### src/rtl/histogram_mc_if.sv
// Sample-side handshake bundle for histogram_mc: the producer drives samples,
// the histogram reports when it is ready to take them.
interface histogram_mc_if #(
    parameter int IN_WIDTH = 10,
    parameter int CH_BITS  = 1
);
    logic [IN_WIDTH-1:0] data_in;
    logic [CH_BITS-1:0]  ch_in;
    logic                valid_in;
    logic                ready_out;

    modport master (output data_in, ch_in, valid_in, input ready_out);
    modport slave  (input data_in, ch_in, valid_in, output ready_out);
endinterface

### src/rtl/histogram_mc.sv
// Multi-channel histogram: NCH interleaved channels share one RAM laid out as
// {channel, bin}, with a two-stage read-modify-write update path and a clear sweep.
module histogram_mc #(
    parameter int IN_WIDTH  = 10,
    parameter int BIN_BITS  = 6,
    parameter int CNT_BITS  = 8,
    parameter int CH_BITS   = 1,
    parameter int SAMP_BITS = 16
) (
    input  logic                          clk_w,
    input  logic                          rst_n,
    histogram_mc_if.slave                 smp,
    input  logic                          clear_in,
    input  logic                          sat_mode,
    input  logic [SAMP_BITS-1:0]          sample_limit,
    input  logic                          clk_r,
    input  logic [CH_BITS-1:0]            raddr_ch,
    input  logic [BIN_BITS-1:0]           raddr_bin,
    output logic [CNT_BITS-1:0]           rdata_out,
    output logic [(1<<CH_BITS)-1:0]       full_out,
    output logic [(1<<CH_BITS)-1:0]       ovf_out,
    output logic [(1<<CH_BITS)*BIN_BITS-1:0] peak_bin_out,
    output logic [(1<<CH_BITS)*CNT_BITS-1:0] peak_cnt_out
);

    localparam int NCH    = 1 << CH_BITS;
    localparam int ADDR_W = CH_BITS + BIN_BITS;
    localparam int DEPTH  = 1 << ADDR_W;

    typedef enum logic {ST_CLEAR, ST_IDLE} state_t;

    state_t                state;
    logic [ADDR_W-1:0]     clear_addr;
    logic                  clear_old;
    logic                  ready_q;
    logic                  s1_valid;
    logic [CH_BITS-1:0]    s1_ch;
    logic [BIN_BITS-1:0]   s1_bin;
    logic [SAMP_BITS-1:0]  samp_cnt [NCH];
    logic [NCH-1:0]        ovf_q;
    logic [BIN_BITS-1:0]   peak_bin [NCH];
    logic [CNT_BITS-1:0]   peak_cnt [NCH];
    logic [CNT_BITS-1:0]   mem [DEPTH];

    logic                  clear_edge;
    logic [BIN_BITS-1:0]   in_bin;
    logic                  accept;
    logic [ADDR_W-1:0]     s2_addr;
    logic [CNT_BITS-1:0]   rmw_old;
    logic                  rmw_at_max;
    logic [CNT_BITS-1:0]   rmw_new;

    // Decimation keeps only the MSBs of the sample as the bin index.
    assign clear_edge = clear_in & ~clear_old;
    assign in_bin     = smp.data_in[IN_WIDTH-1 -: BIN_BITS];
    assign accept     = smp.valid_in && (state == ST_IDLE) && !clear_edge
                        && !full_out[smp.ch_in];

    assign s2_addr    = {s1_ch, s1_bin};
    assign rmw_old    = mem[s2_addr];
    assign rmw_at_max = (rmw_old == {CNT_BITS{1'b1}});
    assign rmw_new    = rmw_at_max ? (sat_mode ? {CNT_BITS{1'b1}} : '0)
                                   : rmw_old + CNT_BITS'(1);

    always_comb begin
        full_out = '0;
        for (int c = 0; c < NCH; c++) begin
            full_out[c] = (sample_limit != '0) && (samp_cnt[c] >= sample_limit);
        end
    end

    // Control state; anything cleared by the sweep is forced to zero in ST_CLEAR.
    always_ff @(posedge clk_w or negedge rst_n) begin
        if (!rst_n) begin
            state      <= ST_CLEAR;
            clear_addr <= '0;
            clear_old  <= 1'b0;
            ready_q    <= 1'b0;
            s1_valid   <= 1'b0;
            s1_ch      <= '0;
            s1_bin     <= '0;
            ovf_q      <= '0;
            for (int c = 0; c < NCH; c++) begin
                samp_cnt[c] <= '0;
                peak_bin[c] <= '0;
                peak_cnt[c] <= '0;
            end
        end else begin
            clear_old <= clear_in;
            s1_valid  <= accept;
            if (accept) begin
                s1_ch  <= smp.ch_in;
                s1_bin <= in_bin;
                if (samp_cnt[smp.ch_in] != {SAMP_BITS{1'b1}}) begin
                    samp_cnt[smp.ch_in] <= samp_cnt[smp.ch_in] + SAMP_BITS'(1);
                end
            end
            if (s1_valid) begin
                if (rmw_at_max) begin
                    ovf_q[s1_ch] <= 1'b1;
                end
                if (rmw_new > peak_cnt[s1_ch]) begin
                    peak_cnt[s1_ch] <= rmw_new;
                    peak_bin[s1_ch] <= s1_bin;
                end
            end
            case (state)
                ST_CLEAR: begin
                    clear_addr <= clear_addr + ADDR_W'(1);
                    ovf_q      <= '0;
                    for (int c = 0; c < NCH; c++) begin
                        samp_cnt[c] <= '0;
                        peak_bin[c] <= '0;
                        peak_cnt[c] <= '0;
                    end
                    if (clear_addr == {ADDR_W{1'b1}}) begin
                        state   <= ST_IDLE;
                        ready_q <= 1'b1;
                    end
                end
                ST_IDLE: begin
                    if (clear_edge) begin
                        state      <= ST_CLEAR;
                        ready_q    <= 1'b0;
                        clear_addr <= '0;
                    end
                end
                default: state <= ST_CLEAR;
            endcase
        end
    end

    // Port A: sweep writes zeros, otherwise the stage-2 update lands here.
    always_ff @(posedge clk_w) begin
        if (state == ST_CLEAR) begin
            mem[clear_addr] <= '0;
        end else if (s1_valid) begin
            mem[s2_addr] <= rmw_new;
        end
    end

    assign rdata_out     = mem[{raddr_ch, raddr_bin}];
    assign smp.ready_out = ready_q;
    assign ovf_out       = ovf_q;

    for (genvar c = 0; c < NCH; c++) begin : g_pack
        assign peak_bin_out[c*BIN_BITS +: BIN_BITS] = peak_bin[c];
        assign peak_cnt_out[c*CNT_BITS +: CNT_BITS] = peak_cnt[c];
    end

    // Port B is an asynchronous read, so its clock and the decimated LSBs go nowhere.
    wire unused_ok = &{1'b0, clk_r, smp.data_in[IN_WIDTH-BIN_BITS-1:0]};

endmodule
### src/flat_wrapper.sv
// flat-port wrapper written by rule: the top's interface ports become plain ports
module histogram_mc_flat 
#(
    parameter int IN_WIDTH  = 10,
    parameter int BIN_BITS  = 6,
    parameter int CNT_BITS  = 8,
    parameter int CH_BITS   = 1,
    parameter int SAMP_BITS = 16
)
  (clk_w, rst_n, clear_in, sat_mode, sample_limit, clk_r, raddr_ch, raddr_bin, rdata_out, full_out, ovf_out, peak_bin_out, peak_cnt_out, smp_data_in, smp_ch_in, smp_valid_in, smp_ready_out);
  histogram_mc_if #(.IN_WIDTH(IN_WIDTH), .CH_BITS(CH_BITS)) smp_i ();
  input  logic clk_w;
  input  logic rst_n;
  input  logic clear_in;
  input  logic sat_mode;
  input  logic [SAMP_BITS-1:0] sample_limit;
  input  logic clk_r;
  input  logic [CH_BITS-1:0] raddr_ch;
  input  logic [BIN_BITS-1:0] raddr_bin;
  output logic [CNT_BITS-1:0] rdata_out;
  output logic [(1<<CH_BITS)-1:0] full_out;
  output logic [(1<<CH_BITS)-1:0] ovf_out;
  output logic [(1<<CH_BITS)*BIN_BITS-1:0] peak_bin_out;
  output logic [(1<<CH_BITS)*CNT_BITS-1:0] peak_cnt_out;
  input wire logic [$bits(smp_i.data_in)-1:0] smp_data_in;
  input wire logic [$bits(smp_i.ch_in)-1:0] smp_ch_in;
  input wire logic [$bits(smp_i.valid_in)-1:0] smp_valid_in;
  output wire logic [$bits(smp_i.ready_out)-1:0] smp_ready_out;
  assign smp_i.data_in = smp_data_in;
  assign smp_i.ch_in = smp_ch_in;
  assign smp_i.valid_in = smp_valid_in;
  assign smp_ready_out = smp_i.ready_out;
  histogram_mc #(.IN_WIDTH(IN_WIDTH), .BIN_BITS(BIN_BITS), .CNT_BITS(CNT_BITS), .CH_BITS(CH_BITS), .SAMP_BITS(SAMP_BITS)) u_core (.clk_w(clk_w), .rst_n(rst_n), .smp(smp_i), .clear_in(clear_in), .sat_mode(sat_mode), .sample_limit(sample_limit), .clk_r(clk_r), .raddr_ch(raddr_ch), .raddr_bin(raddr_bin), .rdata_out(rdata_out), .full_out(full_out), .ovf_out(ovf_out), .peak_bin_out(peak_bin_out), .peak_cnt_out(peak_cnt_out));
endmodule
### config.mk
export PLATFORM = sky130hd
export DESIGN_NAME = histogram_mc_flat
export DESIGN_NICKNAME = d
export VERILOG_FILES = /design/src/rtl/histogram_mc_if.sv /design/src/rtl/histogram_mc.sv /design/src/flat_wrapper.sv
export SDC_FILE = /design/constraint.sdc
export NUM_CORES = 1
export LEC_CHECK = 0
export CAP_MARGIN = 10
export CELL_PAD_IN_SITES_DETAIL_PLACEMENT = 2
export CELL_PAD_IN_SITES_GLOBAL_PLACEMENT = 2
export CORE_UTILIZATION = 44
export CTS_CLUSTER_DIAMETER = 30
export DETAILED_ROUTE_END_ITERATION = 8
export GPL_ROUTABILITY_DRIVEN = 0
export MAX_ROUTING_LAYER = met4
export PLACE_DENSITY_LB_ADDON = 0.1
export SLEW_MARGIN = 20
export SYNTH_ARGS = -nofsm -noshare
export SYNTH_HDL_FRONTEND = slang
export SYNTH_SLANG_ARGS = --single-unit
### constraint.sdc
create_clock -name clk_w -period 6.65 [get_ports clk_w]
set_clock_uncertainty 0.15 [all_clocks]
set_input_delay 0.9975 -clock clk_w [delete_from_list [all_inputs] [get_ports clk_w]]
set_output_delay 0.9975 -clock clk_w [all_outputs]
set_load 0.02 [all_outputs]
* Word level (Yosys, flattened, before mapping)
Memory sizes are Yosys's and may differ from the RTL's.
Index checks and enable logic that the tools add are counted.
** Storage, ports and cells
- Logic and storage cells :: 108
- Memories :: 1
- RAM bits :: 1024
- Register bits after elaboration :: 80
- Output and inout bits :: 41
- Input bits :: 40
** Operators by class
- Eq/ne operators :: 10
- Multiplexer cells :: 48
- Bitwise logic cells :: 6
- $lt $le $gt $ge :: 10
- Reductions and logical operators :: 16
- Add/subtract/negate cells :: 3
** Memories
- u_core.mem :: words 128, width 8, read ports 2, clocked after memory_dff 0, write ports 1, line histogram_mc.sv:43 : logic [CNT_BITS-1:0] mem [DEPTH];
** Operators by type and width (number)
- 2-to-1 mux 16 bit :: 7
- 2-to-1 mux 32 bit :: 3
- 2-to-1 mux 8 bit :: 7
- 2-to-1 mux 12 bit :: 3
- bitwise mux 32 bit :: 1
- greater-or-equal comparator 16 bit :: 2
- adder 16 x 1 -> 16 bit (second input constant) :: 1
- bitwise mux 16 bit :: 1
- demux 16 bit (select 1 bit) :: 1
- != test 16 bit (second input constant) :: 1
- nonzero test 16 bit :: 1
- 2-to-1 mux 7 bit :: 2
- one-hot mux 7 bit (2 select lines) :: 1
- bitwise mux 12 bit :: 1
- 2-to-1 mux 1 bit :: 12
- != test 2 bit (second input constant) :: 6
- adder 8 x 1 -> 8 bit (second input constant) :: 1
- demux 8 bit (select 1 bit) :: 1
- == test 8 bit (second input constant) :: 1
- greater-than comparator 8 bit :: 1
- logical AND 1 bit :: 8
- AND reduction 2 bit :: 4
- OR reduction 8 bit :: 1
- adder 7 x 1 -> 7 bit (second input constant) :: 1
- 16 further kinds :: 25

* Logic depth before layout (Yosys ltp)
- Depth after elaboration :: 9
- Depth in mapped cells :: 29
- Gate-level depth less buffers :: 22

* Worst setup path after synthesis
No wires, ideal clock.
- Kind :: register -> register
- Start :: register u_core.s1_bin[4]
- End :: memory u_core.mem[0][0] (data pin)
- Buffers on the path :: 4
- Period minus slack after synthesis :: 7.259 ns
- Arrival :: 6.312 ns
- Stages on the path, launching flop included :: 17
- Required time :: 5.702 ns
- Library setup time :: 0.798 ns
- Slack :: -0.609 ns
- Path through :: dfrtp_1 buf_2 buf_2 nor2_1 clkbuf_1 a22o_1 o21ai_0 o21ai_0 o32a_1 nor2b_1 ha_1 inv_1 or4_1 buf_2 a211oi_4 o21ba_2 nor2_1
** Between the ends
- Word-level cells in the longest chain between the ends :: 4
- Elaborated cells between the ends (all ways) :: 5
- Those cells by class :: add/sub (1); eq/ne (1); mux (2); memory (1)
** RTL lines
- from (decl) :: line histogram_mc.sv:38 : logic [BIN_BITS-1:0] s1_bin;
- from (signal assigned) :: line histogram_mc.sv:93 : s1_bin <= in_bin;
- memory read (128 x 8 bit) (*)
- adder 8 x 1 -> 8 bit / == test 8 bit (equally long branches) :: line histogram_mc.sv:63, histogram_mc.sv:61
- 2-to-1 mux 8 bit (*) :: line histogram_mc.sv:62 : assign rmw_new = rmw_at_max ? (sat_mode ? {CNT_BITS{1'b1}} : '0)
- 2-to-1 mux 8 bit (no line) (*)
- to (decl) :: line histogram_mc.sv:43
Mark *: on every way between the ends. The rest lies on a longest branch, timed or not.

* Worst setup path after layout
- Start :: register u_core.s1_bin[4]
- End :: register u_core.peak_cnt (netlist bit u_core.peak_cnt_out[10])
** Between the ends
- Word-level cells in the longest chain between the ends :: 7
- Elaborated cells between the ends (all ways) :: 11
- Those cells by class :: add/sub (1); order compare (1); eq/ne (2); mux (5); reduce/logical (1); memory (1)
** RTL lines
- memory read (128 x 8 bit) (*)
- adder 8 x 1 -> 8 bit / == test 8 bit (equally long branches) :: line histogram_mc.sv:63, histogram_mc.sv:61
- 2-to-1 mux 8 bit (*) :: line histogram_mc.sv:62
- parallel branches: the longest is 4 deep, another holds greater-than comparator 8 bit
- to (signal, indexed assignment) :: line histogram_mc.sv:103 : peak_cnt[s1_ch] <= rmw_new;
- to (decl) :: line histogram_mc.sv:42 : logic [CNT_BITS-1:0] peak_cnt [NCH];
Mark *: on every way between the ends. The select of a mux whose other input is x is not followed.
A chain may end at the register's enable or synchronous reset.

==> impl_metrics.py <==
metrics = {
    "sta": {
        "tns_ns": 0,
        "rsz0062_at_grt": "false",
        "worstMarginPinSlew_ns": 1.221,
        "fmax_mhz": 158.8,
        "hold_viol": 0,
        "period_share_pct": 94.68,
        "period_needed_ns": 6.296,
        "holdWs_ns": 0.3887,
        "relSlewSlack_pct": 18.28,
        "slew_violations": 0,
        "finalSetupViolCount": 0,
    },
    "synthesis": {
        "ys_types": 70,
        "postSynthAreaPerCell_um2": 18.28,
        "synthAdderAreaFrac_pct": 1.010,
        "syn_inst": 2914,
        "ys_seq_area_share_pct": 61.47,
        "async_flop_share_pct": 7.246,
        "synth_top_family_by_area": "multiplexers",
        "synth_compound_area_share_pct": 4.234,
        "synth_edf_count": 1024,
        "muxShareOfSynthArea_pct": 26.85,
        "syn-num-nets": 2997,
        "netlist_area_um2": 53280,
        "synthFlopType": "edfxtp_1",
        "synth-simple-area-share_pct": 3.959,
        "yosys.area_share.xor_xnor_pct": 0.2137,
        "yosysMostFrequentCell": "edfxtp_1",
        "synth_top_area_cell": "edfxtp_1",
        "synthTopCellsByArea": "edfxtp_1 58%, mux4_2 24%, dfrtp_1 3.8%",
        "ys_top_cells_by_count": "1024 x edfxtp_1, 563 x mux4_2, 182 x nor2_1",
        "ys_ff_latch": 1104,
        "yosys_warnings": 0,
        "synth_top_area_share_pct": 57.71,
    },
    "finish": {
        "final_area_um2": 66010,
        "drive_above_1_share_pct": 36.05,
        "area_growth_pct": 23.90,
        "instances_no_fill": 5055,
        "nets": 3326,
        "fill_cells": 10110,
    },
    "worst_setup_path": {
        "crit_path_max_fanout": 24,
        "slowest_delay_ns": 0.69,
        "critical_path_class": "reg2reg",
        "worst_path_max_delay_cell": "or4_1",
        "rr_endpoint": "u_core.peak_cnt_out[10]",
        "required_ns": 7.21,
        "r2r_slack_ns": 0.35,
        "critPathLaunchType": "flop",
        "cp-end-kind": "flop",
        "reg2reg_from": "u_core.s1_bin[4]",
        "cp_common_cell": "o21ai_0",
        "arrival_ns": 6.86,
        "worstRegToRegCells": 25,
    },
    "floorplanning": {
        "die_w_um": 350.0,
        "num_io_pins": 81,
        "coreArea_um2": 120000,
        "rows": 127,
        "initial_core_util_pct": 44.41,
        "die_h_um": 350.0,
        "fp.dieArea_um2": 122500,
    },
    "grt": {
        "grt_max_degree": 129,
        "use_met2_pct": 51.34,
        "use_met1_pct": 44.78,
        "first_global_vias": 36530,
        "top_usage_layer": "met2",
        "overflow": 0,
        "use_met3_pct": 6.262,
        "grt_pass1_wl_um": 279700,
        "track_usage_pct": 33.69,
        "grt_antenna_before_repair": 12,
    },
    "drt": {
        "num_vias": 34050,
        "avgRoutedWirePerCell_um": 39.10,
        "drt_wl_total_um": 197700,
        "ant_nets": 0,
        "firstDrtPassIters": 5,
        "viasPerCell": 6.736,
        "drc": 0,
        "drt_iter0_markers": 3677,
    },
    "clock_tree": {
        "cts_max_level": 5,
        "cts_tree": "built",
        "clk_pin_slew_worst_paths_ns": 0.04,
        "cts_buffer_depth": 4,
        "cts_made_buffers": 278,
        "cts_root_buf": "clkbuf_16",
        "clk_latency_ns": 0.88,
        "clock-sinks": 1104,
    },
    "min_path": {
        "holdCritPathClass": "reg2reg",
        "hp-start": "u_core.peak_bin_out[6]",
        "holdPathEnd": "u_core.peak_bin_out[6]",
        "hold_depth": 2,
    },
    "flow_run": {
        "maxCapViolations": 0,
    },
    "placement": {
        "dp_cells": 4566,
        "hpwl_um": 124100,
        "placed_area_um2": 56860,
        "port_buffers": 75,
    },
    "power": {
        "peakVddDrop_mv": 0.3458,
        "leakagePower_nw": 22.83,
        "power_density_nw_per_um2": 412.5,
    },
    "run_status": {
        "status": "completed",
    },
}
-- placed cells by master, fill, tap and decap left out, types with 14 or more instances in the layout --
cell,synthesis,final
a21o_1,21,21
a21oi_1,65,65
a221oi_1,18,16
a22o_1,31,31
a22oi_1,61,61
buf_12,0,33
buf_4,19,156
bufinv_16,0,27
clkbuf_1,102,39
clkbuf_16,0,288
clkdlybuf4s50_1,0,69
clkinv_1,1,33
clkinv_2,0,29
clkinv_4,0,14
clkinvlp_4,0,20
dfrtp_1,80,76
edfxtp_1,1024,1024
ha_1,43,43
inv_1,39,39
inv_6,0,17
mux2_2,21,21
mux2i_1,139,139
mux4_2,563,563
nand2_1,97,97
nand3_1,59,59
nand3b_1,15,15
nand4_1,19,19
nor2_1,182,155
nor2_2,0,18
o21ai_0,48,45
-- repair_timing --
action,CTS,global route
setup endpoints to repair,1,28
buffers inserted,0,8
hold buffers,1,0
pin swaps,0,1
hold endpoints to repair,30,0
resized for setup,1,4
-- state kept, by name (all words and copies together), names as in the netlist --
signal,count
u_core.s1_ch,1
u_core.peak_cnt_out,16
u_core.s1_valid,1
u_core.state,1
u_core.clear_old,1
u_core.samp_cnt,32
u_core.clear_addr,7
u_core.ovf_out,2
u_core.s1_bin,6
u_core.smp.ready_out,1
u_core.peak_bin_out,12
u_core.mem,1024
-- where the power goes --
group | total [mW] | internal (mW) | switching, mW
logic | 6.05 | 2.31 | 3.74
clock network | 13.2 | 8.99 | 4.18
registers | 8.01 | 7.77 | 0.241
-- per-layer routing --
metal	up-vias	wire length (um)
met4	0	8024
met2	1933	93870
li1	13080	-
met1	18610	78930
met3	431	16840
met5	-	0
-- worst max-delay path: cells and delay by family, from the launching register on --
kind / cells / cell delay, ns
AO/OA/AOI/OAI: 12 / 2.26
AND/OR/NAND/NOR: 6 / 1.71
buffers and inverters: 5 / 0.78
flip-flops: 1 / 0.68
adder cells (fa/ha/maj): 2 / 0.52
-- through the flow --
step	utilization [%]	power, mW	setup WS, ns
6_report	55.03	27.23	0.3536
5_1_grt	55.02	27.84	0.03374
4_1_cts	54.91	27.21	0.05977
3_5_place_dp	47.39	13.90	0.2244
3_3_place_gp	47.39	13.76	0.3243
2_1_floorplan	-	11.41	-0.5035
-- kinds of logic (layout without fill, tap and decap cells) --
kind of cell | after synthesis | in the layout
muxes | 723 | 723
xor gates and xnor gates | 13 | 13
and+or+nand+nor | 456 | 456
adders and majority gates | 43 | 43
AOI/OAI and AO/OA | 321 | 321
DFF | 1104 | 1104
other | 0 | 3
buffers and inverters | 254 | 780
-- worst max path at each step --
stage	from	end	slack (ns)	depth (start not counted)
2_1_floorplan	u_core.s1_bin[4]	u_core.mem[0][1]	-0.50	16
3_3_place_gp	u_core.s1_bin[0]	u_core.peak_cnt_out[0]	0.32	20
3_5_place_dp	u_core.s1_bin[0]	u_core.peak_cnt_out[0]	0.22	20
4_1_cts	u_core.s1_bin[0]	u_core.peak_bin_out[9]	0.06	21
5_1_grt	u_core.s1_bin[4]	u_core.peak_cnt_out[10]	0.03	25
6_report	u_core.s1_bin[4]	u_core.peak_cnt_out[10]	0.35	25
-- area by class of cell --
class	count	area [um2]	share of cell area, %
flip-flops and latches	1104	32760	49.63
inverters	40	150.1	0.2274
clock inverters	139	1498	2.269
clock buffers	338	7505	11.37
repair buffers	263	2579	3.906
multi-input cells	1556	19500	29.53
diodes	3	7.507	0.01137
well taps	1612	2017	3.055
Note: power is estimated with default switching activity, not from simulation.
